## src/rtl/round_scheduler.sv

```systemverilog
// Round-robin front end sharing one convergent-rounding unit among NREQ requesters.
// Two-stage pipeline: S0 holds the captured sample, its shift and channel; S1 holds the
// rounded result. Per-requester shift settings choose which OWID-bit field is kept.
module round_scheduler #(
  parameter int unsigned NREQ = 4,
  parameter int unsigned IWID = 16,
  parameter int unsigned OWID = 8,
  parameter int unsigned SWID = 4,
  localparam int unsigned CW  = (NREQ > 1) ? $clog2(NREQ) : 1
) (
  input  logic                 i_clk,
  input  logic                 i_areset_n,
  input  logic                 i_ce,
  input  logic [NREQ-1:0]      i_req_valid,
  input  logic [NREQ*IWID-1:0] i_req_val,
  output logic [NREQ-1:0]      o_req_ready,
  input  logic                 i_cfg_we,
  input  logic [CW-1:0]        i_cfg_idx,
  input  logic [SWID-1:0]      i_cfg_shift,
  output logic                 o_valid,
  input  logic                 i_ready,
  output logic [OWID-1:0]      o_val,
  output logic [CW-1:0]        o_chan,
  output logic                 o_sat,
  input  logic                 i_sat_clr,
  output logic [15:0]          o_sat_cnt
);

  localparam logic [SWID-1:0] MaxShift = SWID'(IWID - OWID);
  localparam logic [OWID-1:0] MaxPos   = {1'b0, {(OWID - 1){1'b1}}};

  logic [SWID-1:0] shift_q [NREQ];
  logic [CW-1:0]   last_grant_q, last_grant_d;

  logic            s0_valid_q;
  logic [IWID-1:0] s0_val_q;
  logic [SWID-1:0] s0_shift_q;
  logic [CW-1:0]   s0_chan_q;

  logic            out_valid_q;
  logic [OWID-1:0] out_val_q;
  logic [CW-1:0]   out_chan_q;
  logic            out_sat_q;
  logic [15:0]     sat_cnt_q, sat_cnt_d;

  logic            s1_load, s0_load, xfer, found;
  logic [CW-1:0]   grant_idx;
  logic [NREQ-1:0] grant;
  logic [SWID-1:0] cfg_shift_clamped;

  logic [SWID-1:0] drop;
  logic [IWID-1:0] low_mask;
  logic [OWID-1:0] kept, rounded;
  logic            guard, sticky, round_up, sat;

  assign s1_load = i_ce & (~out_valid_q | i_ready);
  assign s0_load = i_ce & (~s0_valid_q | s1_load);
  assign xfer    = s0_load & found;

  assign cfg_shift_clamped = (i_cfg_shift > MaxShift) ? MaxShift : i_cfg_shift;

  // Round-robin search starting just after the last granted requester.
  always_comb begin
    logic [31:0]   idx;
    logic [CW-1:0] cidx;
    found     = 1'b0;
    grant_idx = last_grant_q;
    idx       = '0;
    cidx      = '0;
    for (int unsigned i = 0; i < NREQ; i++) begin
      idx  = (32'(last_grant_q) + i + 1) % NREQ;
      cidx = CW'(idx);
      if (!found && i_req_valid[cidx]) begin
        found     = 1'b1;
        grant_idx = cidx;
      end
    end
    grant = found ? (NREQ'(1) << grant_idx) : '0;
    // Held low during reset so no handshake is implied while state is being cleared.
    o_req_ready  = (s0_load && i_areset_n) ? grant : '0;
    last_grant_d = xfer ? grant_idx : last_grant_q;
  end

  // Convergent (round-half-to-even) reduction of the S0 sample to OWID bits.
  always_comb begin
    drop     = MaxShift - s0_shift_q;
    low_mask = (IWID'(1) << drop) - IWID'(1);
    kept     = OWID'(s0_val_q >> drop);
    // Top bit of the dropped field is the guard; everything below it is sticky.
    guard    = |(s0_val_q & low_mask & ~(low_mask >> 1));
    sticky   = |(s0_val_q & (low_mask >> 1));
    round_up = guard & (sticky | kept[0]);
    sat      = round_up & (kept == MaxPos);
    rounded  = sat ? MaxPos : kept + OWID'(round_up);
  end

  // Saturating count of saturated results; clear wins over increment.
  always_comb begin
    sat_cnt_d = sat_cnt_q;
    if (i_sat_clr) begin
      sat_cnt_d = '0;
    end else if (out_valid_q && i_ready && out_sat_q && (sat_cnt_q != 16'hFFFF)) begin
      sat_cnt_d = sat_cnt_q + 16'd1;
    end
  end

  // Per-requester shift table.
  always_ff @(posedge i_clk or negedge i_areset_n) begin
    if (!i_areset_n) begin
      for (int unsigned k = 0; k < NREQ; k++) shift_q[k] <= '0;
    end else if (i_ce && i_cfg_we) begin
      shift_q[i_cfg_idx] <= cfg_shift_clamped;
    end
  end

  // Arbiter pointer and stage S0 capture.
  always_ff @(posedge i_clk or negedge i_areset_n) begin
    if (!i_areset_n) begin
      last_grant_q <= CW'(NREQ - 1);
      s0_valid_q   <= 1'b0;
      s0_val_q     <= '0;
      s0_shift_q   <= '0;
      s0_chan_q    <= '0;
    end else begin
      last_grant_q <= last_grant_d;
      if (s0_load) begin
        s0_valid_q <= xfer;
        if (xfer) begin
          s0_val_q   <= i_req_val[grant_idx*IWID +: IWID];
          s0_shift_q <= shift_q[grant_idx];
          s0_chan_q  <= grant_idx;
        end
      end
    end
  end

  // Stage S1 output registers; held while stalled by i_ready.
  always_ff @(posedge i_clk or negedge i_areset_n) begin
    if (!i_areset_n) begin
      out_valid_q <= 1'b0;
      out_val_q   <= '0;
      out_chan_q  <= '0;
      out_sat_q   <= 1'b0;
    end else if (s1_load) begin
      out_valid_q <= s0_valid_q;
      if (s0_valid_q) begin
        out_val_q  <= rounded;
        out_chan_q <= s0_chan_q;
        out_sat_q  <= sat;
      end
    end
  end

  // Saturation counter register.
  always_ff @(posedge i_clk or negedge i_areset_n) begin
    if (!i_areset_n) begin
      sat_cnt_q <= '0;
    end else if (i_ce) begin
      sat_cnt_q <= sat_cnt_d;
    end
  end

  assign o_valid   = out_valid_q;
  assign o_val     = out_val_q;
  assign o_chan    = out_chan_q;
  assign o_sat     = out_sat_q;
  assign o_sat_cnt = sat_cnt_q;

endmodule

```

## config.mk

```make
export PLATFORM = sky130hd
export DESIGN_NAME = round_scheduler
export DESIGN_NICKNAME = d
export VERILOG_FILES = /design/src/rtl/round_scheduler.sv
export SDC_FILE = /design/constraint.sdc
export NUM_CORES = 1
export LEC_CHECK = 0
export ABC_AREA = 1
export BUFFER_PORTS_ARGS = -buffer_cell sky130_fd_sc_hd__buf_2
export CELL_PAD_IN_SITES_DETAIL_PLACEMENT = 1
export CELL_PAD_IN_SITES_GLOBAL_PLACEMENT = 1
export CORE_UTILIZATION = 42
export CTS_CLUSTER_SIZE = 8
export DETAILED_ROUTE_END_ITERATION = 16
export PLACE_DENSITY_LB_ADDON = 0.3
export SYNTH_ARGS = -nofsm -noshare
export SYNTH_HDL_FRONTEND = slang
export SYNTH_SLANG_ARGS = --single-unit
export TNS_END_PERCENT = 10
```

## constraint.sdc

```tcl
create_clock -name i_clk -period 6.09 [get_ports i_clk]
set_input_delay 0.609 -clock i_clk [delete_from_list [all_inputs] [get_ports i_clk]]
set_output_delay 0.609 -clock i_clk [all_outputs]
set_load 0.01 [all_outputs]
```

==> out/qor.yml, run 1 <==
run_status:
  status: "finished, final reports clean"
setup_path:
  rr_worst_depth: 26
  r2r-end: "o_val[6]$_DFFE_PN0P_"
  worstSetupEndpointType: "flip-flop"
  slowest_stage: "dfrtp_1"
  cp.required_ps: 6300
  critPathMaxStageDelay_ps: 730
  crit_type: "flip-flop to flip-flop"
  arrival_ps: 4730
  critPathTopFamily: "simple AND/OR/NAND/NOR gates"
  path_max_fanout: 23
  path_common_cell: "nand2_1"
  cp.depth: 26
  cp-start-kind: "flip-flop"
  startpoint: "s0_shift_q[0]$_DFFE_PN0P_"
  setup.worst_path.end: "o_val[6]$_DFFE_PN0P_"
  r2r_slack_ps: 1570
  crit-reg2reg-launch: "s0_shift_q[0]$_DFFE_PN0P_"
  path_buf_inv: 4
layout:
  n_fill_cell: 1821
  syn_to_final_growth_pct: 16.7
  ff_latch_area_mm2: 0.00173
  final_common_cell: "nand2_1"
  layout_common_cells: "332 x nand2_1, 111 x buf_2, 73 x nor2_1"
  multi_input_area_mm2: 0.00338
  drive_above_1_share_pct: 18.6
  layout.nets: 1057
drt:
  first_pass_iters: 5
  drtIter0Drc: 346
  viasPerCell: 5.33
  finalWirelength_um: 18100
  wl_per_cell_um: 15.9
  via_count: 6096
  route.detailed.drc: 0
  antenna_left: 0
cts:
  numCtsBuffers: 9
  cts.clk_slew.worst_paths_ps: 60
  post_cts_resized: 0
  cts_buffer_depth: 2
  postCtsHoldBufs: 0
  tritoncts: "yes"
  clkSinkCount: 69
  htreeDepth: 3
  cts-root-buf: "clkbuf_16"
  post_cts_buffers: 0
  clock_latency_ps: 330
placement:
  portBuffers: 111
  dp_hpwl_um: 14100
  routabilityCongestion: 0.867
timing:
  rsz0062_at_grt: "no"
  setup_viol: 0
  final.period_utilization_pct: 74.2
  min_period_ps: 4520
  tightestPinTransition_ps: 1020
  max_freq_ghz: 0.221
  finalSetupTns_ps: 0
  slew-limit-headroom_pct: 31.9
  skew_ps: 9.45
  finalMaxSlewViolations: 0
  hold_violations: 0
flow_run:
  max-cap-violations: 0
yosys:
  async_flop_share_pct: 100
  syn-num-nets: 960
  ys_ff_latch: 69
  netlist_area_mm2: 0.00555
  syn_inst: 871
  synth_warnings: 0
  synth_edf_count: 0
  ys_types: 44
  synth_area_per_cell_um2: 6.37
  ys_seq_area_share_pct: 31.2
  synthFlopType: "dfrtp_1"
floorplanning:
  num_io_pins: 112
  fp.dieH_um: 117
  start_util_pct: 43.5
  core-area_mm2: 0.0128
  die_x_um: 117
  core.rowCount: 41
  fp.dieArea_mm2: 0.0137
hold_path:
  hold_class: "input pin to asynchronous set/reset pin"
grt:
  grt_pass1_vias: 6182
  grt_max_degree: 52
  antenna_found_initial: 1
  grt_overflow: 0
  grt_usage_pct: 28.8
  grt_first_pass_wirelength_um: 30500
## state kept, by name, summed over array words and instances (netlist names), 2 cells and up
| signal | count |
|---|---|
| last_grant_q | 2 |
| o_chan | 2 |
| o_sat_cnt | 16 |
| o_val | 8 |
| s0_chan_q | 2 |
| s0_shift_q | 4 |
| s0_val_q | 16 |
| shift_q | 16 |
## cell families after synthesis
family | Yosys count | synth area share, %
and+or+nand+nor | 544 | 42.4
AOI/OAI and AO/OA | 130 | 14.2
buffers and inverters | 104 | 7.91
DFF | 69 | 31.2
xor gates and xnor gates | 14 | 2.21
adders and majority gates | 9 | 2.03
muxes | 1 | 0.180
## final cells by class
class / count / area share [%]
antenna: 1 / 0.0386
clock buffer: 12 / 3.81
clock inverter: 2 / 0.541
inverter: 75 / 4.35
multi-input combinational: 698 / 52.2
sequential: 69 / 26.7
tap: 172 / 3.32
timing repair buffer: 115 / 9.04
## worst min path at each step
| stage | to |
|---|---|
| 2_1_floorplan | o_chan[0]$_DFFE_PN0P_ |
| 3_3_place_gp | shift_q[10]$_DFFE_PN0P_ |
| 3_5_place_dp | shift_q[2]$_DFFE_PN0P_ |
| 4_1_cts | o_val[3]$_DFFE_PN0P_ |
| 5_1_grt | o_val[3]$_DFFE_PN0P_ |
| 6_report | o_val[3]$_DFFE_PN0P_ |
## metrics by stage
stage | hold slack, ps | instances | utilization, % | cell area [µm²] | setup slack [ps]
finish | 232 | 1144 | 50.7 | 6480 | 1570
detailed placement | 459 | 1129 | 48.5 | 6190 | 1610
floorplan | 313 | 871 | - | 5550 | 2750
CTS | 246 | 1143 | 50.7 | 6470 | 1590
global placement | 458 | 1129 | 48.5 | 6190 | 1750
global route | 266 | 1144 | 50.7 | 6480 | 1040
## cells in the mapped netlist, types with 4 or more instances
cell type | n | area (µm²)
nor2_4 | 5 | 56.3
nand4_1 | 24 | 150
o22ai_1 | 5 | 31.3
o21ai_2 | 7 | 61.3
nand3_1 | 58 | 290
o21ai_1 | 13 | 65.1
a41oi_1 | 7 | 61.3
inv_1 | 71 | 267
or2_2 | 9 | 56.3
o31ai_1 | 4 | 30.0
nand2_2 | 11 | 68.8
nand2_1 | 332 | 1250
inv_2 | 4 | 15.0
nor3_1 | 13 | 65.1
ha_1 | 9 | 113
buf_2 | 14 | 70.1
a21boi_1 | 7 | 52.6
o211ai_1 | 7 | 52.6
xor2_1 | 11 | 96.3
o21ai_0 | 52 | 260
clkbuf_1 | 9 | 33.8
nor2_1 | 73 | 274
nor2_2 | 10 | 62.6
dfrtp_1 | 67 | 1680
a21oi_1 | 22 | 110
## layer usage
metal	GRT usage, %	wire length (µm)	vias up
met3	3.50	464	37
met5	0	0	-
met1	36.7	8330	2933
met4	9.96	478	0
met2	50.6	8880	102
li1	-	-	3024
Power of run 1 is not shown: default switching activity piles up to over one toggle a cycle in this logic, so the estimate is an artifact.
==> run 2: changes to the inputs <==
Settings changed: CORE_UTILIZATION 42 to 35.
Clock period 6.09 ns to 4.1 ns, I/O delays scaled along.
==> run 2 against run 1 <==
  * Die area is 20% higher
  * Fmax is 23% higher
  * Utilization is 7.7 points lower
  * Clock skew is 4.0 ps lower
  * Sequential cell count stayed put
  * Critical path type unchanged
  * Final cell count is 4.1% higher
  * Sequential share of layout area is 0.45 points lower
  * Global-route usage is 4.7 points lower
==> out/qor.yml, run 2 (same netlist as run 1, synthesis figures left out) <==
setup_path:
  rr_worst_depth: 28  # +7.7%
  slowest_stage: "dfrtp_1"
  r2r-end: "o_val[6]$_DFFE_PN0P_"
  startpoint: "s0_shift_q[1]$_DFFE_PN0P_"
  critPathMaxStageDelay_ps: 450  # -280 ps
  crit_type: "flip-flop to flip-flop"
  r2r_slack_ps: 420  # -1150 ps
  cp.required_ps: 4310  # -1990 ps
  path_common_cell: "nand2_1"
  path_max_fanout: 5  # -78%
  worstSetupEndpointType: "flip-flop"
  arrival_ps: 3890  # -840 ps
  crit-reg2reg-launch: "s0_shift_q[1]$_DFFE_PN0P_"
  cp-start-kind: "flip-flop"
drt:
  antenna_left: 0  # unchanged
  drtIter0Drc: 310  # -10%
  wl_per_cell_um: 15.4  # -2.7%
  viasPerCell: 5.17  # -3.0%
  route.detailed.drc: 0  # unchanged
  via_count: 6157  # +1.0%
  first_pass_iters: 4  # -1
  finalWirelength_um: 18400  # +1.3%
grt:
  grt_overflow: 0  # unchanged
  grt_max_degree: 53  # +1.9%
  antenna_found_initial: 0  # -1
  grt_pass1_vias: 6305  # +2.0%
  grt_usage_pct: 24.1  # -4.7 points
  grt_first_pass_wirelength_um: 31400  # +3.0%
layout:
  diodes: 0  # -1
  final_common_cell: "nand2_1"
  layout.nets: 1064  # +0.66%
  layout_common_cells: "330 x nand2_1, 111 x buf_2, 72 x nor2_1"
  drive_above_1_share_pct: 19.6  # +0.95 points
  syn_to_final_growth_pct: 18.7
timing:
  tightestPinTransition_ps: 722  # -298 ps
  final.period_utilization_pct: 89.8  # +16 points
  skew_ps: 5.47  # -3.98 ps
  rsz0062_at_grt: "no"
  slew-limit-headroom_pct: 51.7  # +20 points
  setup_viol: 0  # unchanged
  min_period_ps: 3680  # -838 ps
  max_freq_ghz: 0.272  # +23%
  finalMaxSlewViolations: 0  # unchanged
  finalSetupTns_ps: 0  # unchanged
  hold_violations: 0  # unchanged
run_status:
  status: "finished, final reports clean"
cts:
  cts_buffer_depth: 2  # unchanged
  numCtsBuffers: 9  # unchanged
  tritoncts: "yes"
  clock_latency_ps: 330  # about the same
  cts.clk_slew.worst_paths_ps: 50  # about the same
  cts-root-buf: "clkbuf_16"
  clkSinkCount: 69  # unchanged
  htreeDepth: 3  # unchanged
  postCtsHoldBufs: 0  # unchanged
floorplanning:
  die_x_um: 128  # +9.4%
  start_util_pct: 36.2  # -7.2 points
  core-area_mm2: 0.0153  # +20%
  core.rowCount: 45  # +9.8%
  fp.dieArea_mm2: 0.0164  # +20%
  num_io_pins: 112  # unchanged
  fp.dieH_um: 128  # +9.4%
flow_run:
  max-cap-violations: 0  # unchanged
placement:
  routabilityCongestion: 0.871  # +0.52%
  dp_hpwl_um: 14500  # +2.7%
  portBuffers: 111  # unchanged
hold_path:
  hold_class: "input pin to asynchronous set/reset pin"
## run 2: changes by cell type in the layout (fill, tap and decap cells not counted), moves of 2 or more
cell      previous run  this run
buf_4                4        11
clkbuf_8             1         3
nand2_1            332       330
nand2_2             11        13
## run 2: what timing repair did
item,in CTS,in global routing
gates resized for setup,0,4
setup endpoints to repair,0,5
buffers inserted,0,0
## run 2: metal layers
layer	up-vias	share of wire (%)	track usage [%]
met4	0	2.4	7.54
met5	-	0	0
met1	3006	45	30.9
met2	80	50	42.8
li1	3048	-	-
met3	23	2.3	2.34
## run 2: worst max path at each step
stage / depth (start not counted) / slack, ps / end
2_1_floorplan: 26 / 760 / o_val[6]$_DFFE_PN0P_
3_3_place_gp: 24 / 310 / o_val[6]$_DFFE_PN0P_
3_5_place_dp: 26 / 270 / o_val[6]$_DFFE_PN0P_
4_1_cts: 26 / 240 / o_val[7]$_DFFE_PN0P_
5_1_grt: 29 / 50 / o_val[7]$_DFFE_PN0P_
6_report: 28 / 420 / o_val[6]$_DFFE_PN0P_
## run 2: layout make-up
type	count	area (µm²)
timing repair buffer	122	638
sequential	69	1730
clock inverter	1	5.00
inverter	75	284
tap	211	264
fill	2094	8730
clock buffer	15	278
multi-input combinational	698	3390
## run 2: worst max-delay path, delay by kind of cell (launching register included)
| kind | cells | cell delay, ps |
|---|---|---|
| and+or+nand+nor | 15 | 1450 |
| DFF | 1 | 450 |
| adders and majority gates | 4 | 910 |
| buffers and inverters | 6 | 480 |
| AOI/OAI and AO/OA | 2 | 150 |
| xor gates and xnor gates | 1 | 140 |
## run 2: metrics by stage
step / instance area [µm²] / utilization [%] / worst slack [ps] / cells / hold slack [ps]
final: 6590 / 43.0 / 417 / 1191 / 45.1
after global routing: 6590 / 43.0 / 46.6 / 1191 / 75.6
after CTS: 6580 / 42.9 / 240 / 1191 / 54.7
after detailed placement: 6290 / 41.1 / 269 / 1175 / 406
after global placement: 6290 / 41.1 / 313 / 1175 / 397
after floorplan: 5550 / - / 762 / 871 / 114
Power of run 2 is left out for the same reason.
